[src/rtl/video_timing_pkg.sv]
// Shared video timing definitions: 1080p60 constants, pixel type and FSM states,
// plus helpers that derive line/frame totals and sync start points from porches.
package video_timing_pkg;

  localparam int unsigned H_ACTIVE_1080P = 1920;
  localparam int unsigned H_FP_1080P     = 88;
  localparam int unsigned H_SYNC_1080P   = 44;
  localparam int unsigned H_BP_1080P     = 148;
  localparam int unsigned V_ACTIVE_1080P = 1080;
  localparam int unsigned V_FP_1080P     = 4;
  localparam int unsigned V_SYNC_1080P   = 5;
  localparam int unsigned V_BP_1080P     = 36;

  typedef logic [23:0] rgb888_t;

  typedef enum logic [0:0] {
    ST_IDLE = 1'b0,
    ST_RUN  = 1'b1
  } ftg_state_t;

  function automatic int unsigned timing_total(input int unsigned active,
                                               input int unsigned fp,
                                               input int unsigned sync,
                                               input int unsigned bp);
    return active + fp + sync + bp;
  endfunction

  function automatic int unsigned sync_start(input int unsigned active,
                                             input int unsigned fp);
    return active + fp;
  endfunction

endpackage

[src/rtl/vid_delay_line.sv]
// Fixed-depth shift register that delays the {de, hs, vs} control bundle so it
// lines up with pixels returned by the fetch stage.
module vid_delay_line #(
  parameter int unsigned DEPTH = 1,
  parameter int unsigned WIDTH = 3
) (
  input  logic             clk,
  input  logic             rst_n,
  input  logic [WIDTH-1:0] din,
  output logic [WIDTH-1:0] dout
);

  logic [WIDTH-1:0] stage_r [DEPTH];

  // shift the control bundle one stage per clock
  always_ff @(posedge clk or negedge rst_n) begin
    if (!rst_n) begin
      for (int i = 0; i < DEPTH; i++) begin
        stage_r[i] <= {WIDTH{1'b0}};
      end
    end else begin
      stage_r[0] <= din;
      for (int i = 1; i < DEPTH; i++) begin
        stage_r[i] <= stage_r[i-1];
      end
    end
  end

  assign dout = stage_r[DEPTH-1];

endmodule

[src/rtl/frame_timing_gen.sv]
// Frame raster timing generator: one frame per trigger, fetch-side decode and
// pixel re-alignment toward the HDMI transmitter. Optional status block: FRAME_TIMING_GEN_STATUS_EN.
module frame_timing_gen
  import video_timing_pkg::*;
#(
  parameter int unsigned H_ACTIVE = H_ACTIVE_1080P,
  parameter int unsigned H_FP     = H_FP_1080P,
  parameter int unsigned H_SYNC   = H_SYNC_1080P,
  parameter int unsigned H_BP     = H_BP_1080P,
  parameter int unsigned V_ACTIVE = V_ACTIVE_1080P,
  parameter int unsigned V_FP     = V_FP_1080P,
  parameter int unsigned V_SYNC   = V_SYNC_1080P,
  parameter int unsigned V_BP     = V_BP_1080P,
  parameter bit          HS_POL   = 1'b1,
  parameter bit          VS_POL   = 1'b1,
  parameter int unsigned DATA_LAT = 1
) (
  input  logic        clk,
  input  logic        rst_n,
  input  logic        frame_trig,
  output logic        frame_busy,
  output logic        h_sync_out,
  output logic        v_sync_out,
  output logic        de_out,
  input  logic [23:0] pix_data_in,
  output logic        vid_hs,
  output logic        vid_vs,
  output logic        vid_de,
  output logic [23:0] vid_data
`ifdef FRAME_TIMING_GEN_STATUS_EN
  ,
  output logic [15:0] frame_cnt,
  output logic        trig_drop,
  input  logic        status_clr
`endif
);

  localparam int unsigned H_TOTAL  = timing_total(H_ACTIVE, H_FP, H_SYNC, H_BP);
  localparam int unsigned V_TOTAL  = timing_total(V_ACTIVE, V_FP, V_SYNC, V_BP);
  localparam int unsigned HS_START = sync_start(H_ACTIVE, H_FP);
  localparam int unsigned HS_END   = HS_START + H_SYNC;
  localparam int unsigned VS_START = sync_start(V_ACTIVE, V_FP);
  localparam int unsigned VS_END   = VS_START + V_SYNC;
  localparam int HW = $clog2(H_TOTAL);
  localparam int VW = $clog2(V_TOTAL);

  ftg_state_t    state_r;
  ftg_state_t    state_nxt;
  logic [HW-1:0] h_cnt_r;
  logic [HW-1:0] h_cnt_nxt;
  logic [VW-1:0] v_cnt_r;
  logic [VW-1:0] v_cnt_nxt;
  logic          busy_nxt;
  logic          h_wrap_s;
  logic          last_cycle_s;
  logic          run_s;
  logic          de_s;
  logic          hs_s;
  logic          vs_s;
  logic [2:0]    dly_s;
  rgb888_t       pix_gated_s;

  assign run_s        = (state_r == ST_RUN);
  assign h_wrap_s     = (h_cnt_r == HW'(H_TOTAL - 1));
  assign last_cycle_s = h_wrap_s && (v_cnt_r == VW'(V_TOTAL - 1));

  // state, raster counters and busy flag
  always_ff @(posedge clk or negedge rst_n) begin
    if (!rst_n) begin
      state_r    <= ST_IDLE;
      h_cnt_r    <= {HW{1'b0}};
      v_cnt_r    <= {VW{1'b0}};
      frame_busy <= 1'b0;
    end else begin
      state_r    <= state_nxt;
      h_cnt_r    <= h_cnt_nxt;
      v_cnt_r    <= v_cnt_nxt;
      frame_busy <= busy_nxt;
    end
  end

  // next-state, counter advance and busy decision
  always_comb begin
    state_nxt = state_r;
    h_cnt_nxt = h_cnt_r;
    v_cnt_nxt = v_cnt_r;
    busy_nxt  = frame_busy;
    case (state_r)
      ST_IDLE: begin
        h_cnt_nxt = {HW{1'b0}};
        v_cnt_nxt = {VW{1'b0}};
        if (frame_trig) begin
          state_nxt = ST_RUN;
          busy_nxt  = 1'b1;
        end else begin
          state_nxt = ST_IDLE;
          busy_nxt  = 1'b0;
        end
      end
      ST_RUN: begin
        if (last_cycle_s) begin
          // a trigger in the very last cycle chains the next frame seamlessly
          h_cnt_nxt = {HW{1'b0}};
          v_cnt_nxt = {VW{1'b0}};
          if (frame_trig) begin
            state_nxt = ST_RUN;
            busy_nxt  = 1'b1;
          end else begin
            state_nxt = ST_IDLE;
            busy_nxt  = 1'b0;
          end
        end else if (h_wrap_s) begin
          h_cnt_nxt = {HW{1'b0}};
          v_cnt_nxt = v_cnt_r + VW'(1);
          busy_nxt  = 1'b1;
        end else begin
          h_cnt_nxt = h_cnt_r + HW'(1);
          busy_nxt  = 1'b1;
        end
      end
      default: begin
        state_nxt = ST_IDLE;
        h_cnt_nxt = {HW{1'b0}};
        v_cnt_nxt = {VW{1'b0}};
        busy_nxt  = 1'b0;
      end
    endcase
  end

  assign de_s = run_s && (h_cnt_r < HW'(H_ACTIVE)) && (v_cnt_r < VW'(V_ACTIVE));
  assign hs_s = run_s && (h_cnt_r >= HW'(HS_START)) && (h_cnt_r < HW'(HS_END));
  assign vs_s = run_s && (v_cnt_r >= VW'(VS_START)) && (v_cnt_r < VW'(VS_END));

  // fetch-side timing outputs, one cycle behind the counters
  always_ff @(posedge clk or negedge rst_n) begin
    if (!rst_n) begin
      de_out     <= 1'b0;
      h_sync_out <= 1'b0;
      v_sync_out <= 1'b0;
    end else begin
      de_out     <= de_s;
      h_sync_out <= hs_s;
      v_sync_out <= vs_s;
    end
  end

  vid_delay_line #(
    .DEPTH(DATA_LAT),
    .WIDTH(3)
  ) u_dly (
    .clk  (clk),
    .rst_n(rst_n),
    .din  ({de_out, h_sync_out, v_sync_out}),
    .dout (dly_s)
  );

  assign pix_gated_s = dly_s[2] ? pix_data_in : 24'h000000;

  // transmitter stage: polarity applied, pixel data blanked outside active video
  always_ff @(posedge clk or negedge rst_n) begin
    if (!rst_n) begin
      vid_de   <= 1'b0;
      vid_hs   <= ~HS_POL;
      vid_vs   <= ~VS_POL;
      vid_data <= 24'h000000;
    end else begin
      vid_de   <= dly_s[2];
      vid_hs   <= dly_s[1] ^ ~HS_POL;
      vid_vs   <= dly_s[0] ^ ~VS_POL;
      vid_data <= pix_gated_s;
    end
  end

`ifdef FRAME_TIMING_GEN_STATUS_EN
  logic frame_end_s;
  logic drop_s;

  assign frame_end_s = run_s && last_cycle_s;
  assign drop_s      = run_s && frame_trig && !last_cycle_s;

  // frame counter and sticky dropped-trigger flag; a fresh drop beats a clear
  always_ff @(posedge clk or negedge rst_n) begin
    if (!rst_n) begin
      frame_cnt <= 16'h0000;
      trig_drop <= 1'b0;
    end else begin
      if (status_clr) begin
        frame_cnt <= 16'h0000;
      end else if (frame_end_s) begin
        frame_cnt <= frame_cnt + 16'h0001;
      end else begin
        frame_cnt <= frame_cnt;
      end
      if (drop_s) begin
        trig_drop <= 1'b1;
      end else if (status_clr) begin
        trig_drop <= 1'b0;
      end else begin
        trig_drop <= trig_drop;
      end
    end
  end
`endif

endmodule

[config.mk]
export PLATFORM = sky130hd
export DESIGN_NAME = frame_timing_gen
export DESIGN_NICKNAME = d
export VERILOG_FILES = /design/src/rtl/video_timing_pkg.sv /design/src/rtl/vid_delay_line.sv /design/src/rtl/frame_timing_gen.sv
export SDC_FILE = /design/constraint.sdc
export NUM_CORES = 1
export LEC_CHECK = 0
export ABC_AREA = 1
export CAP_MARGIN = 15
export CORE_ASPECT_RATIO = 1.25
export CORE_MARGIN = 1
export CORE_UTILIZATION = 50
export CTS_CLUSTER_DIAMETER = 60
export DETAILED_ROUTE_END_ITERATION = 12
export DONT_BUFFER_PORTS = 1
export MAX_ROUTING_LAYER = met4
export PLACE_DENSITY = 0.62
export SETUP_SLACK_MARGIN = 0.4
export SLEW_MARGIN = 30
export SYNTH_ARGS = -nofsm -noshare
export SYNTH_HDL_FRONTEND = slang
export SYNTH_HIERARCHICAL = 1
export SYNTH_SLANG_ARGS = --single-unit
[constraint.sdc]
create_clock -name clk -period 1.65 [get_ports clk]
set_input_delay 0.2475 -clock clk [delete_from_list [all_inputs] [get_ports clk]]
set_output_delay 0.2475 -clock clk [all_outputs]
set_load 0.01 [all_outputs]
==> metrics, run 1 <==
overall routing resource usage 0.224; Cell variety after synth 27; 1st-iter DRT viols 166; max_slew headroom 0.802; RD Place Congestion 0.887; status finished, violations left; asr flop ratio synth 1.00; Final min period 1.39 ns; DRC errors left 0; grt ovf 0; Clk pin slew, worst setup/hold paths 0.07 ns; Buf/Inv on CP 1; Clk Latency, worst-skew pair 0.34 ns; WP depth 9; Worst R2R Start v_cnt_r[0]; full die area 5230 um^2; # rows 28; Final ANT Viol Nets 0; mapped cell area 2470 um^2; RSZ-0062 raised after global routing yes; Worst EP required 1.89 ns; Initial Util 0.522; register area 1430 um^2; number of global-route vias before repair 1787; Final Hold Fails 57; commonest cells in the netlist nand2_1, dfrtp_1, inv_1; worst min-delay path category primary input to asynchronous set/reset pin; largest net degree at the start of global routing 58; mean routed wirelength per cell 14.9 um; setup_tns 0 ns; layout cells sized above 1 0.288; via count 1932; CP max stage cell dfrtp_1; cell mode on critical path nor2_4; Mapped Nets 305; Slew @ Worst Pin 0.297 ns; sequential element share of the synthesized area 0.577; Multi-input gate area 1060 um^2; drt via density 5.19; Critical Path Start Type flop; EDFF count, synth 0; top post-synthesis cells by area dfrtp_1, nand2_1, inv_1; worst-path fanout max 3; skew final 0.00934 ns; Leak 1.63 nW; YS warnings 6; Worst setup EP type flop; # diodes 0; Period Utilization, post-route 0.845; area leader, netlist dfrtp_1; final setup fails 0; most common cell in the netlist nand2_1; Nets 337; chip height 80.6 um; CTS tree yes; core area 4730 um^2; Mapped Cells 275; register bit count reported by yosys 57; Layout Area Growth over Synthesis 27.5%; MaxCap Viol Count 0; Placed Cells 331; Ports 58; detailed-route wire length 5.53 mm; Finished Cell Area 3150 um^2; # H-tree levels 3; Slowest Stage Delay on Critical Path 0.41 ns; critical path arrival 1.63 ns; IO Port Bufs 0; average cell area after synthesis 8.99 um^2; fmax 717 MHz; Crit Path Class flop to flop; dpl hpwl 3.18 mm; CTS root buf clkbuf_8; IR Drop Worst-Case VDD 657 uV; clock tree buffer depth 2; hold slack -0.408 ns; wire length of the first global-routing pass 8.23 mm; crit-path cells buf_6 > ha_4 > nand3_4 > nor2_4 > nand2_2 > nor2_4 > nand3_1 > nand2_1 > nor2_1; initial antenna violation count 0; Non-Filler Instances 372; start point of the critical path v_cnt_r[0]; delay-heaviest family, CP simple AND/OR/NAND/NOR gates; failing checks negative hold slack; prevailing post-synth register cell dfrtp_1; Clock Sinks 57; fillcell total 371; DR pass1 iterations 4; placed inst area 2510 um^2; PD cells 1090 nW/um^2; Pins Over Slew Limit 0; share of the synthesized area in the top cell type 0.577; total power 0.00343 W; CTS Buf Count 9; die width 64.9 um; reg2reg path depth 9
==> final cells by class <==
| class | instances | share of cell area |
|---|---|---|
| inverter | 48 | 0.0572 |
| tap | 60 | 0.0238 |
| sequential | 57 | 0.455 |
| clock buffer | 10 | 0.0437 |
| clock inverter | 6 | 0.0214 |
| multi-input combinational | 167 | 0.336 |
| timing repair buffer | 24 | 0.0635 |
==> cells in the final DEF, fill, tap and decap left out, drive strengths merged <==
| master | synthesis | layout |
|---|---|---|
| nand2 | 66 | 69 |
| dfrtp | 57 | 57 |
| inv | 48 | 48 |
| nor2 | 34 | 34 |
| buf | 4 | 22 |
| nand3 | 16 | 16 |
| clkbuf | 2 | 10 |
| nand4 | 9 | 9 |
| a21oi | 9 | 9 |
| nor3 | 7 | 7 |
| xor2 | 5 | 5 |
| o21ai | 5 | 5 |
| ha | 3 | 3 |
| clkinv | 0 | 3 |
| and3 | 2 | 2 |
| nor3b | 2 | 2 |
| nor4 | 2 | 2 |
| clkinvlp | 0 | 2 |
| dlygate4sd3 | 0 | 2 |
| a211oi | 1 | 1 |
| a21boi | 1 | 1 |
| a31oi | 1 | 1 |
| or2 | 1 | 1 |
| bufinv | 0 | 1 |
==> through the flow <==
step / util / setup WS (ns)
2_1_floorplan: - / 0.312
3_3_place_gp: 0.531 / 0.168
3_5_place_dp: 0.531 / 0.0913
4_1_cts: 0.627 / 0.245
5_1_grt: 0.666 / 0.177
6_report: 0.666 / 0.256
==> where the power goes <==
group,total (W),switching [W],internal (W),leakage (nW)
Clock,0.00132,0.000583,0.000739,0.0985
Combinational,0.000449,0.000247,0.000202,0.831
Sequential,0.00166,0.000146,0.00151,0.696
==> metal layers <==
layer  wire length, um  GRT usage
met1              2200      0.246
met3               303     0.0653
met4               208      0.136
met5                 0          -
met2              2820      0.356
==> final timing paths <==
path	to	slack, ns
setup / recovery	v_cnt_r[10]	0.26
hold / removal	h_cnt_r[6]	-0.41
setup reg to reg	v_cnt_r[10]	0.26
hold reg to reg	vid_vs	0.34
max in group asynchronous	v_cnt_r[2]	1.96
min in group clk	vid_data[3]	0
==> state kept, by name (all words and copies together) (netlist names) <==
name        cells
vid_data       24
h_cnt_r        12
v_cnt_r        11
u_dly/dout      3
de_out          1
h_sync_out      1
run_s           1
v_sync_out      1
vid_de          1
vid_hs          1
vid_vs          1
==> logic make-up (layout without fill, tap and decap cells) <==
group,Yosys count,in the layout,synth area share
AND/OR/NAND/NOR,139,142,0.259
flip-flops,57,57,0.577
buffers and inverters,54,88,0.0942
AO/OA/AOI/OAI,17,17,0.0370
XOR/XNOR,5,5,0.0177
adder cells (fa/ha/maj),3,3,0.0152
==> timing repair <==
action	in CTS	in global routing
setup endpoints to repair	22	24
resized for setup	25	36
hold buffers	1	1
setup buffers	12	8
endpoints found under the hold margin	58	58
cloned	2	1
pin swaps	12	8
==> worst reg2reg max path, stage by stage (launching register included) <==
cell	delay, ns
dfrtp_1	0.41
buf_6	0.12
ha_4	0.14
nand3_4	0.09
nor2_4	0.11
nand2_2	0.10
nor2_4	0.14
nand3_1	0.08
nand2_1	0.06
nor2_1	0.04
Power figures use the tool's default switching activity.
==> run 2, diff against run 1 <==
--- a/config.mk
+++ b/config.mk
@@ -14,7 +14,7 @@
 export DETAILED_ROUTE_END_ITERATION = 12
 export DONT_BUFFER_PORTS = 1
 export MAX_ROUTING_LAYER = met4
-export PLACE_DENSITY = 0.62
+export PLACE_DENSITY = 0.65
 export SETUP_SLACK_MARGIN = 0.4
 export SLEW_MARGIN = 30
 export SYNTH_ARGS = -nofsm -noshare
==> constraint.sdc (replaced) <==
create_clock -name clk -period 1.2 [get_ports clk]
set_input_delay 0.18 -clock clk [delete_from_list [all_inputs] [get_ports clk]]
set_output_delay 0.18 -clock clk [all_outputs]
set_load 0.01 [all_outputs]
==> run 2 against run 1 <==
Net effect:
- first-iteration DRC count is 33% lower
- clock skew hardly changed
- setup slack worse by 0.52 ns
- die area is the same
- combinational power grew 130%
- the run ends with negative hold slack, negative setup slack left
- maximum frequency decreased by 5.1%
- largest power group unchanged
- wire length up 37%
- register-to-register slack worse by 0.52 ns
- global-route usage is 5.2 points higher
- final area increased by 24%
- critical endpoint is now h_cnt_r[10]
==> metrics, run 2 (synthesized netlist as in run 1, its figures left out) <==
layout cells sized above 1 0.476; core area 4730 um^2; Clk pin slew, worst setup/hold paths 0.07 ns; Pins Over Slew Limit 0; Final min period 1.47 ns; initial antenna violation count 0; Final ANT Viol Nets 0; most common cell after layout, fill and taps aside dfrtp_1; worst min-delay path category primary input to asynchronous set/reset pin; largest net degree at the start of global routing 58; number of global-route vias before repair 2159; via count 2318; delay-heaviest family, CP simple AND/OR/NAND/NOR gates; Crit Path Class flop to flop; CTS tree yes; Critical Path Start Type flop; dpl hpwl 3.67 mm; MaxCap Viol Count 0; IR Drop Worst-Case VDD 925 uV; failing checks negative hold slack, negative setup slack; mean routed wirelength per cell 17.4 um; 1st-iter DRT viols 111; overall routing resource usage 0.276; max reg flops 24; detailed-route wire length 7.59 mm; Ports 58; Initial Util 0.522; full die area 5230 um^2; Nets 401; Placed Cells 377; Worst EP required 1.43 ns; grt ovf 0; status finished, violations left; Buf/Inv on CP 1; DR pass1 iterations 4; Finished Cell Area 3920 um^2; cell mode on critical path nand2_4; fmax 681 MHz; hold slack -0.480 ns; final critical-path setup slack -0.269 ns; Slew @ Worst Pin 0.319 ns; crit-path cells ha_4 > nand2_4 > nor2_4 > nand3_2 > nand2_4 > clkinvlp_4 > and3_4; chip height 80.6 um; wire length of the first global-routing pass 10.0 mm; PD cells 1310 nW/um^2; Worst setup EP type flop; Top reg by flops vid_data; CTS Buf Count 9; Layout Area Growth over Synthesis 58.7%; CTS root buf clkbuf_8; # diodes 0; final setup fails 26; Leak 1.93 nW; die width 64.9 um; biggest registers after layout vid_data x24, h_cnt_r x12, v_cnt_r x11; Clock Sinks 57; clock tree buffer depth 2; Slowest Stage Delay on Critical Path 0.40 ns; max_slew headroom 0.786; hold_buf cts 25; CP max stage cell dfrtp_1; critical path arrival 1.70 ns; fin util 0.829; worst-path fanout max 8; RD Place Congestion 0.869; # H-tree levels 3; # rows 28; DRC errors left 0; placed inst area 2900 um^2; Final Hold Fails 57; Clk Latency, worst-skew pair 0.35 ns; Period Utilization, post-route 1.22; IO Port Bufs 0; skew final 0.00905 ns; drt via density 5.32; total power 0.00513 W; RSZ-0062 raised after global routing yes; FF-to-FF setup slack -0.27 ns; highest-count cells in the layout ignoring fill and taps dfrtp_1, buf_4, nand2_1; Non-Filler Instances 436
-- run 2: worst paths after layout --
check                                    from            end  cells after the start
worst max-delay path               h_cnt_r[0]    h_cnt_r[10]                      7
worst min-delay path                    rst_n    vid_data[7]                      0
worst max register to register     h_cnt_r[0]    h_cnt_r[10]                      7
worst min register to register  u_dly/dout[1]         vid_hs                      0
max in group asynchronous               rst_n  u_dly/dout[2]                      0
min in group clk                u_dly/dout[1]         vid_hs                      0
-- run 2: layout make-up --
| type | instances | area [um^2] |
|---|---|---|
| inverters | 48 | 194 |
| clock inverters | 5 | 55.1 |
| multi-input cells | 164 | 1190 |
| well taps | 60 | 75.1 |
| clock buffers | 11 | 141 |
| fillers | 224 | 808 |
| flip-flops and latches | 57 | 1430 |
| repair buffers | 91 | 831 |
-- run 2: timing repair --
item / 4_1_cts / 5_1_grt
buffers inserted: 9 / 8
endpoints found under the setup margin: 83 / 83
gates cloned: 1 / 0
resized for setup: 58 / 75
pin swaps: 20 / 24
endpoints found under the hold margin: 82 / 57
-- run 2: per-layer routing --
| metal | share of wire | wire length (um) | GRT usage |
|---|---|---|---|
| met2 | 0.51 | 3870 | 0.474 |
| met1 | 0.39 | 2940 | 0.290 |
| met3 | 0.072 | 547 | 0.0866 |
| met5 | 0 | 0 | - |
| met4 | 0.030 | 229 | 0.113 |
-- run 2: worst reg2reg max path: stages, from the launching register on --
cell,delay (ns)
dfrtp_1,0.40
ha_4,0.17
nand2_4,0.06
nor2_4,0.08
nand3_2,0.11
nand2_4,0.16
clkinvlp_4,0.19
and3_4,0.20
-- run 2: where the power goes --
group | internal, W | total [W] | switching (W)
Sequential | 0.00208 | 0.00223 | 0.000155
Clock | 0.00101 | 0.00186 | 0.000852
Combinational | 0.000566 | 0.00104 | 0.000470
Total | 0.00365 | 0.00513 | 0.00148
-- run 2: metrics by stage --
stage / hold WS [ns] / setup WS [ns] / setup TNS (ns)
2_1_floorplan: -0.116 / -0.138 / -1.32
6_report: -0.480 / -0.269 / -4.41
3_3_place_gp: -0.115 / -0.205 / -2.31
5_1_grt: -0.500 / -0.349 / -6.32
4_1_cts: -0.484 / -0.218 / -3.35
3_5_place_dp: -0.114 / -0.262 / -2.87
